`src/rtl/rsa_pkg.sv`:
```
// Shared constants and FSM encoding for the rsa_modexp engine.
// Build option: RSA_MODEXP_CONST_TIME_EN (consumed by rsa_modexp) selects fixed-latency exponentiation.
package rsa_pkg;

    localparam int RSA_WIDTH   = 32;
    localparam int ITER_CYCLES = RSA_WIDTH + 2;

    typedef enum logic [2:0] {
        S_IDLE,
        S_CHECK,
        S_REDUCE,
        S_SQUARE,
        S_MULT,
        S_NEXT,
        S_DONE
    } state_t;

endpackage

```
`src/rtl/rsa_modmul.sv`:
```
// Bit-serial interleaved modular multiplier: p = a*b mod n, one multiplier bit per cycle, MSB first.
// Requires a < n; the running partial product stays below n so no full-width product is formed.
module rsa_modmul
    import rsa_pkg::*;
#(
    parameter int WIDTH = RSA_WIDTH
) (
    input  logic             clk,
    input  logic             rst,
    input  logic             start,
    input  logic [WIDTH-1:0] a,
    input  logic [WIDTH-1:0] b,
    input  logic [WIDTH-1:0] n,
    output logic [WIDTH-1:0] p,
    output logic             done
);

    localparam int CW = $clog2(WIDTH);

    logic [WIDTH+1:0] part;
    logic [WIDTH+1:0] a_r;
    logic [WIDTH+1:0] n_r;
    logic [WIDTH-1:0] b_r;
    logic [CW-1:0]    cnt;
    logic             run;
    logic [WIDTH+1:0] dbl;
    logic [WIDTH+1:0] sum;

    // Two extra bits hold 2P and P+a, both below 2n, before the conditional subtract.
    always_comb begin
        dbl = part + part;
        if (dbl >= n_r) dbl = dbl - n_r;
        sum = dbl + (b_r[WIDTH-1] ? a_r : '0);
        if (sum >= n_r) sum = sum - n_r;
    end

    always_ff @(posedge clk) begin
        if (rst) begin
            part <= '0;
            a_r  <= '0;
            n_r  <= '0;
            b_r  <= '0;
            cnt  <= '0;
            run  <= 1'b0;
            done <= 1'b0;
        end else begin
            done <= 1'b0;
            if (start && !run) begin
                part <= '0;
                a_r  <= {2'b00, a};
                n_r  <= {2'b00, n};
                b_r  <= b;
                cnt  <= CW'(WIDTH - 1);
                run  <= 1'b1;
            end else if (run) begin
                part <= sum;
                b_r  <= {b_r[WIDTH-2:0], 1'b0};
                cnt  <= cnt - 1'b1;
                if (cnt == '0) begin
                    run  <= 1'b0;
                    done <= 1'b1;
                end
            end
        end
    end

    assign p = part[WIDTH-1:0];

endmodule

```
`src/rtl/rsa_modexp.sv`:
```
// Left-to-right square-and-multiply modular exponentiation: result = base^exp mod modulus.
// Build option: RSA_MODEXP_CONST_TIME_EN runs the multiply step for every exponent bit (fixed latency).
module rsa_modexp
    import rsa_pkg::*;
#(
    parameter int WIDTH = RSA_WIDTH
) (
    input  logic             clk,
    input  logic             rst,
    input  logic             start,
    input  logic [WIDTH-1:0] base,
    input  logic [WIDTH-1:0] exp,
    input  logic [WIDTH-1:0] modulus,
    output logic             busy,
    output logic             done,
    output logic [WIDTH-1:0] result,
    output logic             err
);

    localparam int IW = $clog2(WIDTH);

    state_t           state;
    logic [WIDTH-1:0] base_r;
    logic [WIDTH-1:0] exp_r;
    logic [WIDTH-1:0] mod_r;
    logic [WIDTH-1:0] acc;
    logic [IW-1:0]    idx;
    logic             mm_start;
    logic [WIDTH-1:0] mm_a;
    logic [WIDTH-1:0] mm_b;
    logic [WIDTH-1:0] mm_p;
    logic             mm_done;
    logic             bit_set;

    assign bit_set = exp_r[idx];

    rsa_modmul #(.WIDTH(WIDTH)) u_modmul (
        .clk   (clk),
        .rst   (rst),
        .start (mm_start),
        .a     (mm_a),
        .b     (mm_b),
        .n     (mod_r),
        .p     (mm_p),
        .done  (mm_done)
    );

    always_ff @(posedge clk) begin
        if (rst) begin
            state    <= S_IDLE;
            busy     <= 1'b0;
            done     <= 1'b0;
            result   <= '0;
            err      <= 1'b0;
            base_r   <= '0;
            exp_r    <= '0;
            mod_r    <= '0;
            acc      <= '0;
            idx      <= '0;
            mm_start <= 1'b0;
            mm_a     <= '0;
            mm_b     <= '0;
        end else begin
            done     <= 1'b0;
            mm_start <= 1'b0;
            case (state)
                S_IDLE: begin
                    if (start) begin
                        base_r <= base;
                        exp_r  <= exp;
                        mod_r  <= modulus;
                        busy   <= 1'b1;
                        err    <= 1'b0;
                        state  <= S_CHECK;
                    end
                end
                S_CHECK: begin
                    if (mod_r < WIDTH'(2)) begin
                        result <= '0;
                        err    <= 1'b1;
                        done   <= 1'b1;
                        busy   <= 1'b0;
                        state  <= S_DONE;
                    end else begin
                        // base*1 mod n brings an oversized base into range for later multiplies.
                        acc      <= WIDTH'(1);
                        idx      <= IW'(WIDTH - 1);
                        mm_start <= 1'b1;
                        mm_a     <= WIDTH'(1);
                        mm_b     <= base_r;
                        state    <= S_REDUCE;
                    end
                end
                S_REDUCE: begin
                    if (mm_done) begin
                        base_r   <= mm_p;
                        mm_start <= 1'b1;
                        mm_a     <= acc;
                        mm_b     <= acc;
                        state    <= S_SQUARE;
                    end
                end
                S_SQUARE: begin
                    if (mm_done) begin
                        acc <= mm_p;
`ifdef RSA_MODEXP_CONST_TIME_EN
                        mm_start <= 1'b1;
                        mm_a     <= base_r;
                        mm_b     <= mm_p;
                        state    <= S_MULT;
`else
                        if (bit_set) begin
                            mm_start <= 1'b1;
                            mm_a     <= base_r;
                            mm_b     <= mm_p;
                            state    <= S_MULT;
                        end else begin
                            state <= S_NEXT;
                        end
`endif
                    end
                end
                S_MULT: begin
                    if (mm_done) begin
`ifdef RSA_MODEXP_CONST_TIME_EN
                        if (bit_set) acc <= mm_p;
`else
                        acc <= mm_p;
`endif
                        state <= S_NEXT;
                    end
                end
                S_NEXT: begin
                    if (idx == '0) begin
                        result <= acc;
                        done   <= 1'b1;
                        busy   <= 1'b0;
                        state  <= S_DONE;
                    end else begin
                        idx      <= idx - 1'b1;
                        mm_start <= 1'b1;
                        mm_a     <= acc;
                        mm_b     <= acc;
                        state    <= S_SQUARE;
                    end
                end
                S_DONE: begin
                    state <= S_IDLE;
                end
                default: begin
                    state <= S_IDLE;
                    busy  <= 1'b0;
                end
            endcase
        end
    end

endmodule

```
`config.mk`:
```
export PLATFORM = sky130hd
export DESIGN_NAME = rsa_modexp
export DESIGN_NICKNAME = d
export VERILOG_FILES = /design/src/rtl/rsa_pkg.sv /design/src/rtl/rsa_modmul.sv /design/src/rtl/rsa_modexp.sv
export SDC_FILE = /design/constraint.sdc
export NUM_CORES = 1
export LEC_CHECK = 0
export BUFFER_PORTS_ARGS = -buffer_cell sky130_fd_sc_hd__buf_2
export CAP_MARGIN = 0
export CORE_MARGIN = 10
export CORE_UTILIZATION = 40
export DETAILED_ROUTE_END_ITERATION = 8
export GPL_ROUTABILITY_DRIVEN = 0
export GPL_TIMING_DRIVEN = 0
export PLACE_DENSITY = 0.65
export SLEW_MARGIN = 20
export SYNTH_ARGS = -nofsm -noshare
export SYNTH_HDL_FRONTEND = slang
export SYNTH_HIERARCHICAL = 1
export SYNTH_SLANG_ARGS = --single-unit
```
`constraint.sdc`:
```
create_clock -name clk -period 20 [get_ports clk]
set_input_delay 4 -clock clk [delete_from_list [all_inputs] [get_ports clk]]
set_output_delay 4 -clock clk [all_outputs]
set_load 0.02 [all_outputs]
```
==> out/qor.csv <==
stage;metric;value;unit
clock_network;total CTS buffers;41;
cells_and_area;share of layout cells above drive strength 1;12.0;%
setup_path;CP Class;reg2reg;
drt;wire per inst;20.0;µm
setup_path;Required @ worst endpoint;20420;ps
placed_design;port bufs;133;
cells_and_area;Layout area overhead;13.3;%
run_status;status;finished clean;
logic_synthesis;warnings from Yosys;6;
logic_synthesis;#FFs+latches synth;372;
setup_path;Worst Setup SP;u_modmul/n_r[5];
setup_path;Slowest Stage Delay on Critical Path;600;ps
sta;clock skew;20.5;ps
sta;Max Freq;110;MHz
global_route;pin count of the biggest net entering global routing;14;
sta;fin crit share;45.6;%
run;number of max-cap violations;0;
logic_synthesis;Mean Syn Cell Area;8.19;µm²
drt;Routed WL;71300;µm
global_route;met3 Usage GRT;3.32;%
power_and_ir_drop;power density over the cells;178;mW/mm²
setup_path;beginning of the worst register-to-register path;u_modmul/n_r[5];
sta;Final Hold Violating Endpoints;0;
logic_synthesis;post-synth top area cell;dfxtp_1;
setup_path;startpoint type of the worst setup path;register;
cells_and_area;Layout Nets;3038;
floorplan;io pins;134;
logic_synthesis;post-synth cell types;82;
logic_synthesis;dominant synthesized flop cell;dfxtp_1;
setup_path;setup slack, reg-to-reg;10880;ps
global_route;initial antenna violation count;2;
drt;Pre-antenna DRT Iters;6;
global_route;vias in the first global route;19457;
setup_path;Crit. End Element;register;
placed_design;Final HPWL DP;57200;µm
placed_design;Post-Place Cell Area;0.0233;mm²
global_route;busiest layer in global routing;met2;
power_and_ir_drop;Tot Pwr;0.00439;W
setup_path;CP Max Fanout;10;
cells_and_area;design area;0.0247;mm²
drt;Antenna Nets Post-Route;0;
clock_network;Post-CTS Hold Buffers;0;
sta;Final min period;9120;ps
floorplan;Core Region;0.0539;mm²
floorplan;Die Wd;253;µm
clock_network;post_cts resized;0;
sta;RSZ-0062 raised after global routing;false;
logic_synthesis;Synth Cell Area;0.0218;mm²
sta;final setup vio count;0;
hold_path;hold_sp;u_modmul/a_r[5];
power_and_ir_drop;P_leak;9.74;nW
clock_network;CTS Sinks;372;
clock_network;Reg clk slew, reported paths;70;ps
drt;total vias in the final route;20557;
power_and_ir_drop;Max VDD drop;0.163;mV
logic_synthesis;main area contributors after synthesis;dfxtp_1 34%, nand2_1 6.8%, a21oi_1 6.4%;
sta;Setup TNS Final;0;ps
global_route;M1 GR Usage;26.9;%
floorplan;initial core utilization;40.4;%
drt;Detailed Route Iter0 Violations;1666;
global_route;first-pass GRT wire length;109000;µm
global_route;met2 GRT Util;35.7;%
logic_synthesis;Gate Count Post-Synth;2661;
floorplan;die height;253;µm
floorplan;die area;0.0642;mm²
logic_synthesis;Post-Synthesis Net Count;2862;
sta;Max Slew Vio Count;0;
clock_network;clk buf depth;3;
logic_synthesis;Seq/Total Area, Yosys;34.2;%
sta;Slew HR;37.2;%
clock_network;clock root cell;clkbuf_16;
sta;Slew @ Worst Pin;934;ps
clock_network;CTS tree;yes;
drt;drt via density;5.77;
floorplan;Rows;85;
logic_synthesis;top-area cell type share of the netlist area;34.2;%
clock_network;Skew-Pair Late Insertion Delay;570;ps
drt;DRC;0;
logic_synthesis;Post-synth EDFFs;0;
global_route;grt ovf;0;
setup_path;Slowest cell on crit path;nor2_1;
clock_network;# Post-CTS Setup Buffers;0;
global_route;Total Routing Usage GR;21.5;%
logic_synthesis;Post-synth ARST share;0;%
hold_path;worst min path class;reg2reg;
clock_network;H-Tree Depth;2;
setup_path;CP arrival;9550;ps
-- through the flow --
step | util [%] | hold WS [ps] | setup slack [ps] | instances
after floorplan | - | 432 | 13320 | 2661
after global placement | 43.2 | 444 | 11300 | 3490
after detailed placement | 43.2 | 446 | 11270 | 3490
after CTS | 45.8 | 454 | 11240 | 3563
after global routing | 45.8 | 467 | 10580 | 3563
final | 45.8 | 450 | 10880 | 3564
-- critical path: cells and delay by family, from the launching register on --
| kind | cells | cell delay [ps] |
|---|---|---|
| compound gates | 14 | 3340 |
| simple gates | 10 | 2220 |
| fa+ha+maj | 4 | 1450 |
| buf+inv | 4 | 1110 |
| flops | 1 | 470 |
| mux | 1 | 240 |
| xor+xnor | 1 | 110 |
-- routing by layer --
layer	part of all wire [%]	vias up
met5	0.018	-
met4	4.8	2
met3	6.5	196
met2	46	797
met1	43	9712
li1	-	9850
-- flip-flops by register name (all words and copies together), names as in the netlist --
register / count
mm_start: 1
u_modmul/run: 1
base_r: 32
idx: 5
err: 1
exp_r: 32
u_modmul/a_r: 32
u_modmul/n_r: 32
busy: 1
state: 3
u_modmul/cnt: 5
u_modmul/part: 33
acc: 32
result: 32
mm_a: 32
u_modmul/b_r: 32
mod_r: 32
u_modmul/done: 1
mm_b: 32
done: 1
-- cell usage after synthesis, types with 50 or more instances --
library cell / instances
nand2_1: 392
clkbuf_1: 140
inv_1: 132
mux2i_1: 107
a221oi_2: 54
nor2_1: 176
a21o_1: 50
dfxtp_1: 372
a22o_1: 63
ha_1: 99
a211oi_1: 81
o21ai_0: 136
xnor2_1: 53
a21oi_1: 280
-- placed cells by master, fill, tap and decap left out, drive strengths merged, types with 50 or more instances in the layout --
master  Yosys  final
a22o       63     63
o21ai     140    140
nand2     392    392
a221oi     97     97
a211oi     82     82
nor2      176    176
dfxtp     372    372
buf        81    214
a21oi     284    284
mux2i     108    108
a21o       50     50
ha         99     99
inv       132    132
clkbuf    140    203
xnor2      53     53
-- final timing paths --
check	end	cells past startpoint
worst max register to register	u_modmul/part[26]	34
worst min-delay path	u_modmul/a_r[5]	2
worst max-delay path	u_modmul/part[26]	34
worst min register to register	u_modmul/a_r[5]	2
-- area by class of cell --
type	instances	area, µm²
clock buffers	63	1260
diodes	1	2.50
repair buffers	133	666
plain buffers	221	1120
multi-input cells	1935	12700
inverters	133	499
fillers	5246	29200
clock inverters	10	96.3
flip-flops and latches	372	7450
well taps	696	871
-- kinds of logic (layout without fill, tap and decap cells) --
logic type	count (synthesis)	in the layout	synth area share [%]
flops	372	372	34.2
compound gates	823	823	26.4
other cells	0	1	0
xor+xnor	88	88	3.54
simple gates	812	812	17.3
buf+inv	354	560	7.42
mux	110	110	5.14
fa+ha+maj	102	102	5.96
-- power by group --
group	switching, W	internal [W]	total (W)
sequential	0.0000502	0.000806	0.000857
combinational	0.00166	0.00112	0.00277
clock	0.000317	0.000447	0.000764
total	0.00202	0.00237	0.00439
No activity file was read; power rests on OpenSTA's default activity.
